### config.mk
export PLATFORM = sky130hd
export DESIGN_NAME = dmem_arbiter
export DESIGN_NICKNAME = d
export VERILOG_FILES = /design/src/rtl/dmem_arbiter.sv
export SDC_FILE = /design/constraint.sdc
export NUM_CORES = 1
export LEC_CHECK = 0
export ABC_AREA = 1
export BUFFER_PORTS_ARGS = -buffer_cell sky130_fd_sc_hd__buf_2
export CAP_MARGIN = 15
export CORE_AREA = 2 2 122 124
export CTS_BUF_LIST = sky130_fd_sc_hd__clkbuf_16
export CTS_CLUSTER_DIAMETER = 60
export DETAILED_ROUTE_END_ITERATION = 10
export DIE_AREA = 0 0 124 126
export MAX_ROUTING_LAYER = met4
export SLEW_MARGIN = 20
export SYNTH_ARGS = -nofsm -noshare
export SYNTH_HDL_FRONTEND = slang
export SYNTH_SLANG_ARGS = --single-unit
export TNS_END_PERCENT = 1
### constraint.sdc
create_clock -name clk -period 3.12 [get_ports clk]
set_input_delay 0.624 -clock clk [delete_from_list [all_inputs] [get_ports clk]]
set_output_delay 0.624 -clock clk [all_outputs]
set_load 0.005 [all_outputs]
### src/rtl/dmem_arbiter.sv
// dmem_arbiter: core/UART arbiter and sequencer for the single-port data memory.
// Define ARB_ROUND_ROBIN_EN for round-robin contention; otherwise the core has fixed priority.
module dmem_arbiter #(
    parameter int WIDTH    = 32,
    parameter int MAX_LOCK = 16
) (
    input  logic             clk,
    input  logic             rst,
    input  logic             c_req,
    input  logic             c_we,
    input  logic [WIDTH-1:0] c_addr,
    input  logic [WIDTH-1:0] c_wdata,
    input  logic [2:0]       c_func3,
    output logic             c_gnt,
    output logic             c_rvalid,
    output logic [WIDTH-1:0] c_rdata,
    input  logic             u_req,
    input  logic             u_we,
    input  logic [WIDTH-1:0] u_addr,
    input  logic [WIDTH-1:0] u_wdata,
    input  logic [2:0]       u_func3,
    input  logic             u_lock,
    output logic             u_gnt,
    output logic             u_rvalid,
    output logic [WIDTH-1:0] u_rdata,
    output logic [WIDTH-1:0] mem_addr,
    output logic [WIDTH-1:0] mem_wdata,
    output logic             mem_rd_en,
    output logic             mem_wr_en,
    output logic [2:0]       mem_func3,
    input  logic [WIDTH-1:0] mem_rdata,
    output logic [1:0]       owner
);
    typedef enum logic [1:0] {IDLE = 2'b00, CORE = 2'b01, UART = 2'b10, ULOCK = 2'b11} state_e;
    localparam int CW  = $clog2(MAX_LOCK + 1);
    localparam int LIM = MAX_LOCK - 1;

    state_e           state_q, state_d;
    logic [CW-1:0]    lock_cnt_q, lock_cnt_d;
    logic             force_q, force_d;
    logic             c_rvalid_q, u_rvalid_q;
    logic [WIDTH-1:0] c_rdata_q, u_rdata_q;
    logic             u_first, c_win, u_win, lim_hit;

`ifdef ARB_ROUND_ROBIN_EN
    logic last_u_q;
    assign u_first = ~last_u_q;
    always_ff @(posedge clk)
        if (rst) last_u_q <= 1'b1;
        else if (c_gnt || u_gnt) last_u_q <= u_gnt;
`else
    assign u_first = 1'b0;
`endif

    // after a forced lock release the core is served first whatever the priority mode
    assign c_win = (state_q != ULOCK) & c_req & (force_q | ~u_req | ~u_first);
    assign u_win = u_req & ((state_q == ULOCK) | ~c_req | (~force_q & u_first));
    assign c_gnt = c_win & ~rst;
    assign u_gnt = u_win & ~rst;

    assign mem_addr  = c_gnt ? c_addr  : u_gnt ? u_addr  : '0;
    assign mem_wdata = c_gnt ? c_wdata : u_gnt ? u_wdata : '0;
    assign mem_func3 = c_gnt ? c_func3 : u_gnt ? u_func3 : 3'b000;
    assign mem_rd_en = (c_gnt & ~c_we) | (u_gnt & ~u_we);
    assign mem_wr_en = (c_gnt & c_we) | (u_gnt & u_we);

    always_comb begin
        lim_hit = int'(lock_cnt_q) + 1 >= LIM;
        if (state_q == ULOCK) begin
            state_d    = (!u_lock || (u_gnt && lim_hit)) ? IDLE : ULOCK;
            lock_cnt_d = u_gnt ? lock_cnt_q + CW'(1) : lock_cnt_q;
            force_d    = u_gnt && lim_hit;
        end else begin
            state_d    = c_gnt ? CORE : u_gnt ? (u_lock ? ULOCK : UART) : IDLE;
            lock_cnt_d = '0;
            force_d    = 1'b0;
        end
    end

    always_ff @(posedge clk) begin
        if (rst) begin
            state_q    <= IDLE;
            lock_cnt_q <= '0;
            force_q    <= 1'b0;
            c_rvalid_q <= 1'b0;
            u_rvalid_q <= 1'b0;
            c_rdata_q  <= '0;
            u_rdata_q  <= '0;
        end else begin
            state_q    <= state_d;
            lock_cnt_q <= lock_cnt_d;
            force_q    <= force_d;
            c_rvalid_q <= c_gnt & ~c_we;
            u_rvalid_q <= u_gnt & ~u_we;
            if (c_gnt && !c_we) c_rdata_q <= mem_rdata;
            if (u_gnt && !u_we) u_rdata_q <= mem_rdata;
        end
    end

    // a reset arriving right after a load grant kills the pending rvalid in that same cycle
    assign c_rvalid = c_rvalid_q & ~rst;
    assign u_rvalid = u_rvalid_q & ~rst;
    assign c_rdata  = c_rdata_q;
    assign u_rdata  = u_rdata_q;
    assign owner    = rst ? 2'b00 : state_q;
endmodule

# Word-level counts from Yosys, hierarchy flattened
# Index checks and enable logic that the tools add are counted.
# W data, S select, Z words.
# word_totals
reg_bits	73
inputBits	173
word_cells	49
# op_classes
addsub	2
magnitude_cmp	1
n_eq_ne	2
n_mux	12
n_bitwise	18
n_reduce_logical	8
# ops
operator	count
$mux W32	4
$and A1 B1 Y1	10
$mux W2	5
$add A5 B1 Y6 const B	1
$ge A6 B4 Y1 const B	1
$mux W3	2
$add A5 B1 Y5 const B	1
$not A1 Y1	5
$logic_and A1 B1 Y1	3
$logic_not A1 Y1	3
$or A1 B1 Y1	3
$eq A2 B2 Y1 const B	1
$ne A2 B2 Y1 const B	1
$reduce_or A2 Y1	1
$logic_or A1 B1 Y1	1
$mux W1	1

# Longest topological paths before layout
# Gate-level depths: netlist (run 1).
# logic_depth
ltp_word	8
ltp_mapped	9

# Least setup slack after synthesis (run 1)
# Ideal clock, no wire load.
# synth_timing
path_kind	input port to output port
from	input u_req
to	output mem_addr[10]
t_arrival_ns	1.354
t_required_ns	2.496
path_slack_ns	1.142
path_stages	7
cell_sequence	inv_1 -> nor2_2 -> nand2_4 -> inv_4 -> buf_6 -> buf_4 -> a22o_1
# synth_between
elab_chain_cells	4
# synth_lines
element	line_no	source
start: declaration	17	input logic u_req,
$and A1 B1 Y1	57	assign u_win = u_req & ((state_q == ULOCK) | ~c_req | (~force_q & u_first));
$and A1 B1 Y1	59	assign u_gnt = u_win & ~rst;
$mux W32 (2 in a row)	61	assign mem_addr = c_gnt ? c_addr : u_gnt ? u_addr : '0;
end: declaration	26	output logic [WIDTH-1:0] mem_addr,
# Every way passes these cells.

# Final worst setup path (run 1)
# layout_timing
from	register state_q[0]
to	output mem_wdata[13]
# layout_between
elab_chain_cells	6
elab_cells_between_ends	9
classes_between	eq/ne (2); mux (2); bitwise (5)
# layout_lines
element	line_no	source
start: declaration	38	state_e state_q, state_d;
start signal: assignment	90	state_q <= state_d;
$eq A2 B2 Y1	57	
$or A1 B1 Y1	57	
$and A1 B1 Y1	57	
$and A1 B1 Y1	59	
$mux W32	62	assign mem_wdata = c_gnt ? c_wdata : u_gnt ? u_wdata : '0;
$mux W32 (*)	62	
end: declaration	27	output logic [WIDTH-1:0] mem_wdata,
# Mark *: on every way between the ends. The rest lies on a longest branch, timed or not.

==> out/summary.md, run 1 <==
The run finished with clean final reports. For the final routed database, the setup TNS stands at 0 ns. The maximum resistive drop on vdd is 0.292 mV. The floorplan step set the die width to 124 um. The endpoint identified for the worst register-to-register timing path is u_rdata[31].

Relative slew slack: 0.569. The logs give 14,300 um^2 for the floorplan core area and 0.398 GHz for the highest attainable clock frequency. The run gives 0.275 as the met1 track utilization from global routing. The starting density of the core is 0.252. The largest fanout of any net on the critical path works out to 25. The run gives 13.3 mm as the half-perimeter wire length after placement. TritonCTS built the clock tree.

Overall power consumption after layout is estimated at 2.43 mW. The detailed router finished its first iteration with 293 violations. The logs give 0.606 ns for the final critical-path setup slack and 0 for the hold violation count in the final report. STA classifies the critical path startpoint as a register.

The proportion of layout cells with a drive suffix above 1 was 0.553. Setup repair after global routing left no endpoint under its margin. The number of synthesized register bits is 73. The tools report the top-level port count as 312.

Worst-case hold path end point: u_rdata[31]. The critical path arrival is 1.89 ns. The worst hold path belongs to the class reg -> reg.

The post-synthesis net count came out at 607. For the required time of the critical path, the log shows 2.50 ns. Clock transition at the register clock pins on the worst setup and hold paths after CTS: 0.06 ns. The cell sitting at the root of the clock tree is a sky130_fd_sc_hd__clkbuf_16. The cell count of the worst reg-to-reg path was 10; the remaining global-route overflow was 0. Layer with the highest usage after global routing: met2.

The fraction of the yosys area taken by sequential cells is 0.406, and the maximum count of clock buffers along a single path is 2. Wires add up to 16.9 mm. The library cells used most frequently in the layout, excluding fill and tap cells, are 311 x sky130_fd_sc_hd__buf_2, 112 x sky130_fd_sc_hd__nand2_1, 73 x sky130_fd_sc_hd__dfxtp_1, 67 x sky130_fd_sc_hd__a22o_1, 32 x sky130_fd_sc_hd__nand2_2.

The total of fill cells in the finished design is 1,538, and the fraction of met3 tracks used by global routing is 0.0711. Clock skew on the completed layout was measured at 0.00290 ns. OpenSTA, run right after detailed placement, puts the worst setup slack at 0.630 ns. The die extent in y is 126 um, and the total iterations of the first detailed-routing run is 5.

Entering global routing, the biggest net connects 66 pins. The final max-slew violation count was 0. The count of port buffers added during placement came out at 311. The H-tree was split into 3 levels. The slew at the pin closest to its max-slew limit is 0.646 ns, and the power per cell area is 441 nW/um^2.

After synthesis, the netlist uses 27 different library cells. Number of global-route vias before repair: 3,854. The overall die area is 15,600 um^2. The worst hold path begins at u_rdata[31]. The tree built by TritonCTS fans out to 73 sinks.

For this run, the number of Yosys warnings is 0. The average wire per standard cell works out to 18.4 um. STA classifies the critical path endpoint as an output port.

The worst hold path passes through 2 cells. The cell area after synthesis was 3600 um^2. The detail route stage leaves a number of antenna-violating nets equal to 0.

The number of clock buffers inserted by TritonCTS was 9; the count of mapped cells out of synthesis was 432. The run gives 902 as the final-stage net count. The number of max-cap violations is 0, and the internal reg-to-reg setup slack is 0.93 ns. The tightest hold path in the finished design has a slack of 0.466 ns. The number of antenna violations at the first check in global routing is 3. In this run, post-CTS hold repair placed 0 buffers. The number of buffers added for setup after CTS was 0; the shortest clock period the worst path allows after layout was 2.51 ns. The share of the clock period used by the worst path after layout was 0.806; the reported leakage power was 2.80 nW. The remaining routing DRC violations was 0.

Detail-routed via count per cell: 4.65. The number of gates resized after CTS was 0. Launch instance of the worst register-to-register path: state_q[0].

Relative to the synthesized area, the layout overhead comes to 53.4%. The critical path class is reg -> out. The number of cell rows was 44; the latest clock arrival within the worst-skew pair was 0.33 ns. Leaving out fill and tap cells, the most frequent cell in the layout is sky130_fd_sc_hd__buf_2. After synthesis, the mean cell area works out to 8.34 um^2. For the aggregate global-route resource usage, the log shows 0.209. Met2 layer usage reported by global route: 0.305.

Routability-driven placement finished with a final weighted congestion of 0.940. The routed layout has 4,277 vias. The logs give 0 for the count of final setup violators and 23.3 mm for the wire length of the first global-routing pass.
## metal layers
metal | share of wire | wire length, um | vias to the layer above
met5 | 0 | 0 | -
met4 | 0.018 | 305 | 0
met3 | 0.12 | 2090 | 34
met2 | 0.43 | 7320 | 241
met1 | 0.43 | 7180 | 1921
li1 | - | - | 2081
## through the flow
stage,cell area [um^2],utilization,cells
floorplan,3600,-,432
global placement,5220,0.365,900
detailed placement,5220,0.365,900
CTS,5520,0.385,916
global route,5530,0.386,919
finish,5530,0.386,919
## report_power, final
group / internal [mW] / switching, mW
combinational: 0.202 / 0.225
sequential: 0.966 / 0.0167
clock: 0.618 / 0.406
total: 1.79 / 0.648
## cells by family after synthesis
logic type | synth area share
fa+ha+maj | 0.00695
buf+inv | 0.0854
simple gates | 0.203
compound gates | 0.297
xor+xnor | 0.00243
flops | 0.406
## cell usage after synthesis
master	number	area share
sky130_fd_sc_hd__a211oi_1	1	0.0021
sky130_fd_sc_hd__nand4_1	1	0.0017
sky130_fd_sc_hd__nand2_4	2	0.0063
sky130_fd_sc_hd__o21ai_0	12	0.017
sky130_fd_sc_hd__buf_6	3	0.0094
sky130_fd_sc_hd__a21oi_2	29	0.071
sky130_fd_sc_hd__buf_2	15	0.021
sky130_fd_sc_hd__nand2_1	112	0.12
sky130_fd_sc_hd__inv_4	1	0.0017
sky130_fd_sc_hd__xor2_1	1	0.0024
sky130_fd_sc_hd__nor2_2	2	0.0035
sky130_fd_sc_hd__a22o_1	67	0.16
sky130_fd_sc_hd__a21oi_1	9	0.013
sky130_fd_sc_hd__nand3_1	4	0.0056
sky130_fd_sc_hd__nand2_2	32	0.056
sky130_fd_sc_hd__inv_1	10	0.010
sky130_fd_sc_hd__o21ai_1	22	0.031
sky130_fd_sc_hd__nor2_1	11	0.011
sky130_fd_sc_hd__and2_1	1	0.0017
sky130_fd_sc_hd__dfxtp_1	73	0.41
sky130_fd_sc_hd__buf_4	10	0.021
sky130_fd_sc_hd__inv_2	3	0.0031
sky130_fd_sc_hd__buf_8	3	0.013
sky130_fd_sc_hd__clkbuf_1	4	0.0042
sky130_fd_sc_hd__a31oi_1	1	0.0017
sky130_fd_sc_hd__ha_1	2	0.0069
sky130_fd_sc_hd__clkinv_4	1	0.0024
## state kept, by name, summed over array words and instances (netlist names)
name / flops
c_rdata: 32
c_rvalid_q: 1
lock_cnt_q: 5
state_q: 2
u_rdata: 32
u_rvalid_q: 1
## how the worst max path moves through the flow
stage / start / endpoint / slack (ns) / depth (start not counted)
detailed placement: u_req / u_rdata[31] / 0.63 / 11
CTS: state_q[0] / mem_addr[30] / 0.60 / 7
floorplan: u_req / mem_addr[10] / 1.14 / 7
global placement: rst / mem_wdata[17] / 0.69 / 7
finish: state_q[0] / mem_wdata[13] / 0.61 / 7
global route: state_q[0] / mem_wdata[0] / 0.50 / 7
## worst max-delay path: stages, from the launching register on
cell	delay, ns
sky130_fd_sc_hd__dfxtp_1	0.41
sky130_fd_sc_hd__nand2_2	0.11
sky130_fd_sc_hd__nand2_2	0.11
sky130_fd_sc_hd__nand2_4	0.09
sky130_fd_sc_hd__inv_4	0.12
sky130_fd_sc_hd__buf_4	0.29
sky130_fd_sc_hd__a22o_1	0.28
sky130_fd_sc_hd__buf_2	0.15
## layout make-up
class / instances / area [um^2] / area share
well taps: 184 / 230 / 0.0417
repair buffers: 319 / 1630 / 0.295
flip-flops and latches: 73 / 1460 / 0.264
clock buffers: 9 / 225 / 0.0408
multi-input cells: 309 / 1840 / 0.333
inverters: 15 / 63.8 / 0.0115
clock inverters: 7 / 70.1 / 0.0127
diodes: 3 / 7.51 / 0.00136
Power figures use the tool's default switching activity.
==> inputs of run 2 (changes only) <==
--- a/config.mk
+++ b/config.mk
@@ -8,11 +8,11 @@
 export ABC_AREA = 1
 export BUFFER_PORTS_ARGS = -buffer_cell sky130_fd_sc_hd__buf_2
 export CAP_MARGIN = 15
-export CORE_AREA = 2 2 122 124
+export CORE_AREA = 2 2 120 122
 export CTS_BUF_LIST = sky130_fd_sc_hd__clkbuf_16
 export CTS_CLUSTER_DIAMETER = 60
 export DETAILED_ROUTE_END_ITERATION = 10
-export DIE_AREA = 0 0 124 126
+export DIE_AREA = 0 0 122 124
 export MAX_ROUTING_LAYER = met4
 export SLEW_MARGIN = 20
 export SYNTH_ARGS = -nofsm -noshare
==> constraint.sdc (replaced) <==
create_clock -name clk -period 2.6 [get_ports clk]
set_input_delay 0.52 -clock clk [delete_from_list [all_inputs] [get_ports clk]]
set_output_delay 0.52 -clock clk [all_outputs]
set_load 0.005 [all_outputs]
==> run 2 against run 1 <==
Against the previous run:
- setup slack got worse by 0.30 ns
- worst hold slack worse by 0.060 ns
- via count shrank 2.6%
- sequential share of layout area shrank 0.27 points
- register-to-register slack got worse by 0.21 ns
- sequential cell count stayed put
- largest power group unchanged
- global-route usage increased by 0.89 points
- cell count decreased by 0.11%
- first-iteration DRC count down 28%
- clock skew up 0.0011 ns
- largest cell class unchanged
- routed wire length fell by 0.67%
- power up 23%
==> out/summary.md, run 2 (synthesis gave the netlist of run 1 again) <==
The flow ran to the end, and the final reports show no timing, DRC or antenna violations. The wire length after detailed routing is 16.8 mm (was 16.9 mm), and the combined buffer and inverter count along the critical path is 4 (was 3). The average wire per standard cell came out at 18.3 um (was 18.4 um). The remaining routing DRC violations is 0 (unchanged), and the overall die area is 15,100 um^2 (was 15,600 um^2). The area of placed instances is 5260 um^2 (was 5220 um^2), and the hold violation count in the final report is 0 (unchanged). Setup repair after global routing left no endpoint under its margin. The tools report the count of instances resized after the clock tree is built as 0 (unchanged). For the starting density of the core, the log shows 0.263 (was 0.252).

The run gives 0.33 ns (about the same) as the latest clock arrival within the worst-skew pair. The worst setup skew after layout is 0.00405 ns (was 0.00290 ns), and the die extent in y is 124 um (was 126 um). The tools report the multi-input logic area as 1840 um^2 (unchanged).

Top library cells by usage in the layout, fill and taps aside: 311 x sky130_fd_sc_hd__buf_2, 112 x sky130_fd_sc_hd__nand2_1, 73 x sky130_fd_sc_hd__dfxtp_1, 67 x sky130_fd_sc_hd__a22o_1, 32 x sky130_fd_sc_hd__nand2_2 (unchanged). For the wire length of the first global-routing pass, the log shows 23.2 mm (was 23.3 mm). CP Cell Sequence: nand2_2, nand2_2, inv_2, nand2_2, inv_2, buf_12, a22o_1, buf_2 (was nand2_2, nand2_2, nand2_4, inv_4, buf_4, a22o_1, buf_2). The run gives 0 (unchanged) as the hold-fix buffer count after cts.

Critical path class: reg -> out (unchanged). The largest net degree at the start of global routing was 70 (was 66); the final-stage net count was 902 (unchanged). For the number of clock sinks seen by CTS, the log shows 73 (unchanged). The top-level port count came out at 312 (unchanged).

The logs give 3 (unchanged) for the H-tree depth reported by CTS and 2.08 ns (was 2.50 ns) for the required time of the critical path. The largest fanout of any net on the critical path came out at 69 (was 25). Detail-routed via count per cell: 4.54 (was 4.65).

The total iterations of the first detailed-routing run came out at 4 (was 5). The most common cell after layout, fill and taps aside is sky130_fd_sc_hd__buf_2 (unchanged). The routability congestion estimate is 0.943 (was 0.940). The proportion of layout cells with a drive suffix above 1 was 0.551 (was 0.553); the delay of the slowest cell on the worst path was 0.32 ns (was 0.41 ns).

The number of antenna violations at the first check in global routing is 3 (unchanged), and the shortest clock period the worst path allows after layout is 2.30 ns. The worst hold slack after final layout was 0.407 ns (was 0.466 ns). The startpoint type of the worst setup path is a register (unchanged). The count of port buffers added during placement is 311 (unchanged). The critical path arrival was 1.78 ns (was 1.89 ns); the relative slew slack was 0.738 (was 0.569). The clock transition at the register clock pins on the worst setup and hold paths after CTS is 0.06 ns (about the same), and the half-perimeter wire length after placement is 13.6 mm (was 13.3 mm). The tools report the final design area excluding fillers as 5580 um^2 (was 5530 um^2). The highest attainable clock frequency was 0.436 GHz; the total of fill cells in the finished design was 1,474 (was 1,538). The tools report the final max-slew violation count as 0 (unchanged). The accumulated negative setup slack came out at 0 ns (unchanged).

The power per cell area works out to 535 nW/um^2 (was 441 nW/um^2). Die boundary width: 122 um (was 124 um). Cell at the slowest stage of the critical path: sky130_fd_sc_hd__dfxtp_1 (unchanged). The cell at the root of the clock tree is sky130_fd_sc_hd__clkbuf_16 (unchanged). Share of the clock period used by the worst path after layout: 0.883. The number of nets still failing antenna checks after routing came out at 0 (unchanged). The run gives 4,164 (was 4,277) as the via total after detailed routing. The area taken by flip-flops and latches is 1460 um^2 (unchanged). The run gives 9 (unchanged) as the number of clock buffers inserted by TritonCTS.

The growth of design area from synthesis to finish came out at 54.9% (was 53.4%). The logs give 0.305 ns (was 0.606 ns) for the final critical-path setup slack and 2 (unchanged) for the maximum count of clock buffers along a single path. TritonCTS built the clock tree. The cell repeated most along the worst path is sky130_fd_sc_hd__nand2_2 (unchanged). The number of buffers added for setup after CTS came out at 0 (unchanged).

The slew at the pin closest to its max-slew limit was 0.393 ns (was 0.646 ns). Aggregate global-route resource usage: 0.218 (was 0.209). For the remaining global-route overflow, the log shows 0 (unchanged). The worst min-delay path class was in -> reg (was reg -> reg).

The violation count after the first detailed-routing iteration is 210 (was 293). The number of global-route vias before repair was 3,938 (was 3,854); the floorplan core area was 13,700 um^2 (was 14,300 um^2). Critical path endpoint category: an output port (unchanged). The tools report the setup slack at placement as 0.402 ns (was 0.630 ns). The tools report the number of cell rows as 43 (was 44).

The logs give 0.296 mV (was 0.292 mV) for the maximum resistive drop on vdd and 2.83 nW (was 2.80 nW) for the reported leakage power. For the count of final setup violators, the log shows 0 (unchanged). Family with the most delay on the worst path: buffers and inverters (unchanged). The number of max-cap violations came out at 0 (unchanged).
==> run 2: cell count changes in the layout (fill, tap and decap cells not counted) <==
| cell | before | now |
|---|---|---|
| sky130_fd_sc_hd__diode_2 | 3 | 6 |
| sky130_fd_sc_hd__clkinvlp_4 | 1 | 0 |
| sky130_fd_sc_hd__inv_1 | 10 | 11 |
| sky130_fd_sc_hd__inv_6 | 1 | 0 |
| sky130_fd_sc_hd__buf_12 | 1 | 4 |
| sky130_fd_sc_hd__bufinv_16 | 1 | 2 |
| sky130_fd_sc_hd__clkinv_2 | 3 | 2 |
| sky130_fd_sc_hd__clkinv_1 | 0 | 1 |
| sky130_fd_sc_hd__buf_4 | 7 | 4 |
==> run 2: worst reg2reg max path, delay by kind of cell (launching register included) <==
family / cells / cell delay (ns)
buf+inv: 3 / 0.69
flops: 1 / 0.32
simple gates: 5 / 0.66
compound gates: 1 / 0.08
==> run 2: layer usage <==
layer  part of all wire  GRT usage  routed length (um)
met1               0.42      0.270                7040
met5                  0          -                   0
met4              0.012     0.0575                 194
met3               0.11     0.0806                1840
met2               0.46      0.335                7710
==> run 2: final cells by class <==
cell class | instances | area share
Timing Repair Buffer | 319 | 0.299
Sequential cell | 73 | 0.262
Clock inverter | 7 | 0.0155
Multi-Input combinational cell | 309 | 0.329
Inverter | 15 | 0.0114
Clock buffer | 9 | 0.0403
Antenna cell | 6 | 0.00269
Tap cell | 180 | 0.0403
==> run 2: where the power goes <==
group	internal, mW	switching (mW)
Clock	0.830	0.460
Sequential	1.16	0.0198
Combinational	0.248	0.270
==> run 2: per-stage QoR <==
step                      power (mW)   util  cells
after detailed placement        1.72  0.383    896
after global placement          1.72  0.383    896
after CTS                       3.02  0.406    912
after floorplan                 1.41      -    432
final                           2.99  0.407    918
after global routing            3.12  0.406    915
==> run 2: final timing paths <==
kind | from | end | slack [ns] | cells after the start
setup / recovery | state_q[0] | mem_addr[27] | 0.30 | 8
hold / removal | mem_rdata[31] | c_rdata[31] | 0.41 | 3
setup reg to reg | state_q[0] | u_rdata[30] | 0.72 | 9
hold reg to reg | u_rdata[31] | u_rdata[31] | 0.47 | 2
==> inputs of run 3 (changes only) <==
==> constraint.sdc (replaced) <==
create_clock -name clk -period 2.2 [get_ports clk]
set_input_delay 0.44 -clock clk [delete_from_list [all_inputs] [get_ports clk]]
set_output_delay 0.44 -clock clk [all_outputs]
set_load 0.005 [all_outputs]
==> run 3 against run 2 <==
Against the previous run:
- sequential cell count did not move
- combinational power is 20% higher
- highest routed layer unchanged
- non-clock buffer count up 1
- first-iteration DRC count is 26% higher
- cell count decreased by 0.33%
- utilization is 0.27 points lower
- sequential power is 18% higher
- via count rose by 3.1%
- critical path depth fell by 1
- routed wire length increased by 0.36%
==> out/summary.md, run 3 (synthesis gave the netlist of run 1 again) <==
The logs give 0.365 mV (was 0.296 mV) for the maximum resistive drop on vdd and 0 (unchanged) for the remaining routing DRC violations. Setup repair after global routing could not meet its margin everywhere. The met1 routed wirelength after detailed routing was 7.24 mm (was 7.04 mm). Startpoint type of the worst setup path: a register (unchanged). The tools report the multi-input logic area as 1850 um^2 (was 1840 um^2).

The top-level port count is 312 (unchanged). The count of final setup violators came out at 0 (unchanged). For the H-tree depth reported by CTS, the log shows 3 (unchanged). The logs give 2 (was 3) for the number of antenna violations at the first check in global routing and 4,295 (was 4,164) for the via total after detailed routing.

The largest fanout of any net on the critical path works out to 30 (was 69). The die extent in y is 124 um (unchanged), and the share of the clock period used by the worst path after layout is 0.983. The proportion of layout cells with a drive suffix above 1 is 0.551 (about the same).

The clock transition at the register clock pins on the worst setup and hold paths after CTS was 0.06 ns (about the same); the number of nets still failing antenna checks after routing was 0 (unchanged). The number of placed cells counting well taps was 897 (was 896). The tools report the reported leakage power as 2.81 nW (was 2.83 nW).

The maximum count of clock buffers along a single path was 2 (unchanged). The final-stage net count came out at 903 (was 902). The critical path class was reg -> out (unchanged). The run gives 7.80 mm (was 7.71 mm) as the met2 routed wirelength. The logs give 0 (unchanged) for the hold violation count in the final report and 73 (unchanged) for the number of clock sinks seen by CTS. The total power consumption of the routed design was 3.30 mW (was 2.99 mW); the highest attainable clock frequency was 0.462 GHz. Number of global-route vias before repair: 3,917 (was 3,938). The number of max-cap violations came out at 0 (unchanged). The most common cell after layout, fill and taps aside was sky130_fd_sc_hd__buf_2 (unchanged).

The total iterations of the first detailed-routing run came out at 6 (was 4). Top library cells by usage in the layout, fill and taps aside: 311 x sky130_fd_sc_hd__buf_2, 112 x sky130_fd_sc_hd__nand2_1, 73 x sky130_fd_sc_hd__dfxtp_1, 66 x sky130_fd_sc_hd__a22o_1, 32 x sky130_fd_sc_hd__nand2_2 (was 311 x sky130_fd_sc_hd__buf_2, 112 x sky130_fd_sc_hd__nand2_1, 73 x sky130_fd_sc_hd__dfxtp_1, 67 x sky130_fd_sc_hd__a22o_1, 32 x sky130_fd_sc_hd__nand2_2). Worst hold slack after final layout: 0.337 ns (was 0.407 ns). The wire length after detailed routing came out at 16.8 mm (about the same). Critical path endpoint category: an output port (unchanged).

Highest layer used for signal routing: met4 (unchanged). The post-route core utilization is 0.404 (was 0.407). For the half-perimeter wire length after placement, the log shows 13.6 mm (about the same). The required time of the critical path is 1.76 ns (was 2.08 ns). The shortest clock period the worst path allows after layout was 2.16 ns.

The overall die area came out at 15,100 um^2 (unchanged). The aggregate global-route resource usage is 0.216 (was 0.218), and the growth of design area from synthesis to finish is 53.9% (was 54.9%). For the wire length of the first global-routing pass, the log shows 23.3 mm (was 23.2 mm). The logs give 0.596 (was 0.738) for the relative slew slack and 0.263 (unchanged) for the starting density of the core. For the total of fill cells in the finished design, the log shows 1,434 (was 1,474).

The detail-routed via count per cell was 4.69 (was 4.54); the number of clock buffers inserted by TritonCTS was 9 (unchanged). The count of port buffers added during placement is 311 (unchanged), and the final max-slew violation count is 0 (unchanged). The run gives 0 (unchanged) as the number of buffers added for setup after CTS. The power per cell area was 595 nW/um^2 (was 535 nW/um^2). The final design area excluding fillers is 5540 um^2 (was 5580 um^2). The tools report the routability congestion estimate as 0.999 (was 0.943). The run gives 264 (was 210) as the violation count after the first detailed-routing iteration. The flow ran to the end, and the final reports show no timing, DRC or antenna violations. The die boundary width is 122 um (unchanged). Average wire per standard cell: 18.4 um (was 18.3 um).

The run gives 0 (unchanged) as the remaining global-route overflow. TritonCTS built the clock tree. The worst setup skew after layout is 0.00659 ns (was 0.00405 ns).

The slew at the pin closest to its max-slew limit was 0.606 ns (was 0.393 ns); the area of placed instances was 5260 um^2 (about the same). The cell at the root of the clock tree is sky130_fd_sc_hd__clkbuf_16 (unchanged). The run gives 43 (unchanged) as the number of cell rows. The latest clock arrival within the worst-skew pair was 0.33 ns (about the same).

The largest net degree at the start of global routing was 39 (was 70). The tools report the critical path arrival as 1.72 ns (was 1.78 ns). The worst min-delay path class is in -> reg (unchanged).

The routed length on met3 was 1.67 mm (was 1.84 mm); the final cell count without fillers was 915 (was 918). The run gives 1460 um^2 (unchanged) as the area taken by flip-flops and latches. Floorplan core area: 13,700 um^2 (unchanged).
[run 3: changes by cell type in the layout (fill, tap and decap cells not counted)]
cell,before,now
sky130_fd_sc_hd__clkinvlp_4,0,1
sky130_fd_sc_hd__inv_6,0,1
sky130_fd_sc_hd__a22o_4,0,1
sky130_fd_sc_hd__diode_2,6,2
sky130_fd_sc_hd__clkinv_1,1,3
sky130_fd_sc_hd__a22o_1,67,66
sky130_fd_sc_hd__bufinv_16,2,0
sky130_fd_sc_hd__inv_2,3,2
sky130_fd_sc_hd__inv_1,11,10
sky130_fd_sc_hd__buf_4,4,5
[run 3: worst paths after layout]
kind / from / end / slack [ns] / depth (start not counted)
min reg2reg: u_rdata[31] / u_rdata[31] / 0.46 / 2
max reg2reg: state_q[0] / u_rdata[30] / 0.50 / 8
min: mem_rdata[30] / c_rdata[30] / 0.34 / 3
max: state_q[0] / mem_wdata[1] / 0.04 / 7
[run 3: final cells by class]
| type | count | share of cell area |
|---|---|---|
| multi-input combinational | 309 | 0.333 |
| clock buffer | 9 | 0.0406 |
| tap | 180 | 0.0406 |
| antenna | 2 | 0.000903 |
| clock inverter | 7 | 0.00677 |
| timing repair buffer | 320 | 0.302 |
| sequential | 73 | 0.264 |
| inverter | 15 | 0.0124 |
[run 3: through the flow]
| stage | setup slack, ns | setup TNS [ns] |
|---|---|---|
| 2_1_floorplan | 0.590 | 0 |
| 3_3_place_gp | 0.212 | 0 |
| 3_5_place_dp | 0.199 | 0 |
| 4_1_cts | 0.0273 | 0 |
| 5_1_grt | -0.0298 | -0.120 |
| 6_report | 0.0368 | 0 |
[run 3: critical path, cell delays in order, from the launching register on]
cell,delay [ns]
sky130_fd_sc_hd__dfxtp_1,0.36
sky130_fd_sc_hd__nand2_2,0.09
sky130_fd_sc_hd__nand2_2,0.10
sky130_fd_sc_hd__nand2_4,0.09
sky130_fd_sc_hd__inv_4,0.16
sky130_fd_sc_hd__buf_12,0.20
sky130_fd_sc_hd__a22o_1,0.25
sky130_fd_sc_hd__buf_2,0.14
[run 3: per-layer routing]
layer	track usage	vias up
met5	-	-
met4	0.0453	0
met3	0.0623	12
met2	0.336	214
met1	0.280	1996
li1	-	2073
[run 3: power by group]
part | internal [mW] | total, mW | switching, mW | leakage [nW]
registers | 1.37 | 1.39 | 0.0237 | 0.594
logic | 0.297 | 0.622 | 0.326 | 2.09
clock network | 0.748 | 1.28 | 0.536 | 0.128
[run 3: timing repair]
action	4_1_cts	5_1_grt
gates resized for setup	1	2
hold buffers	0	0
hold endpoints to repair	0	0
endpoints found under the setup margin	9	11
pin swaps	0	0
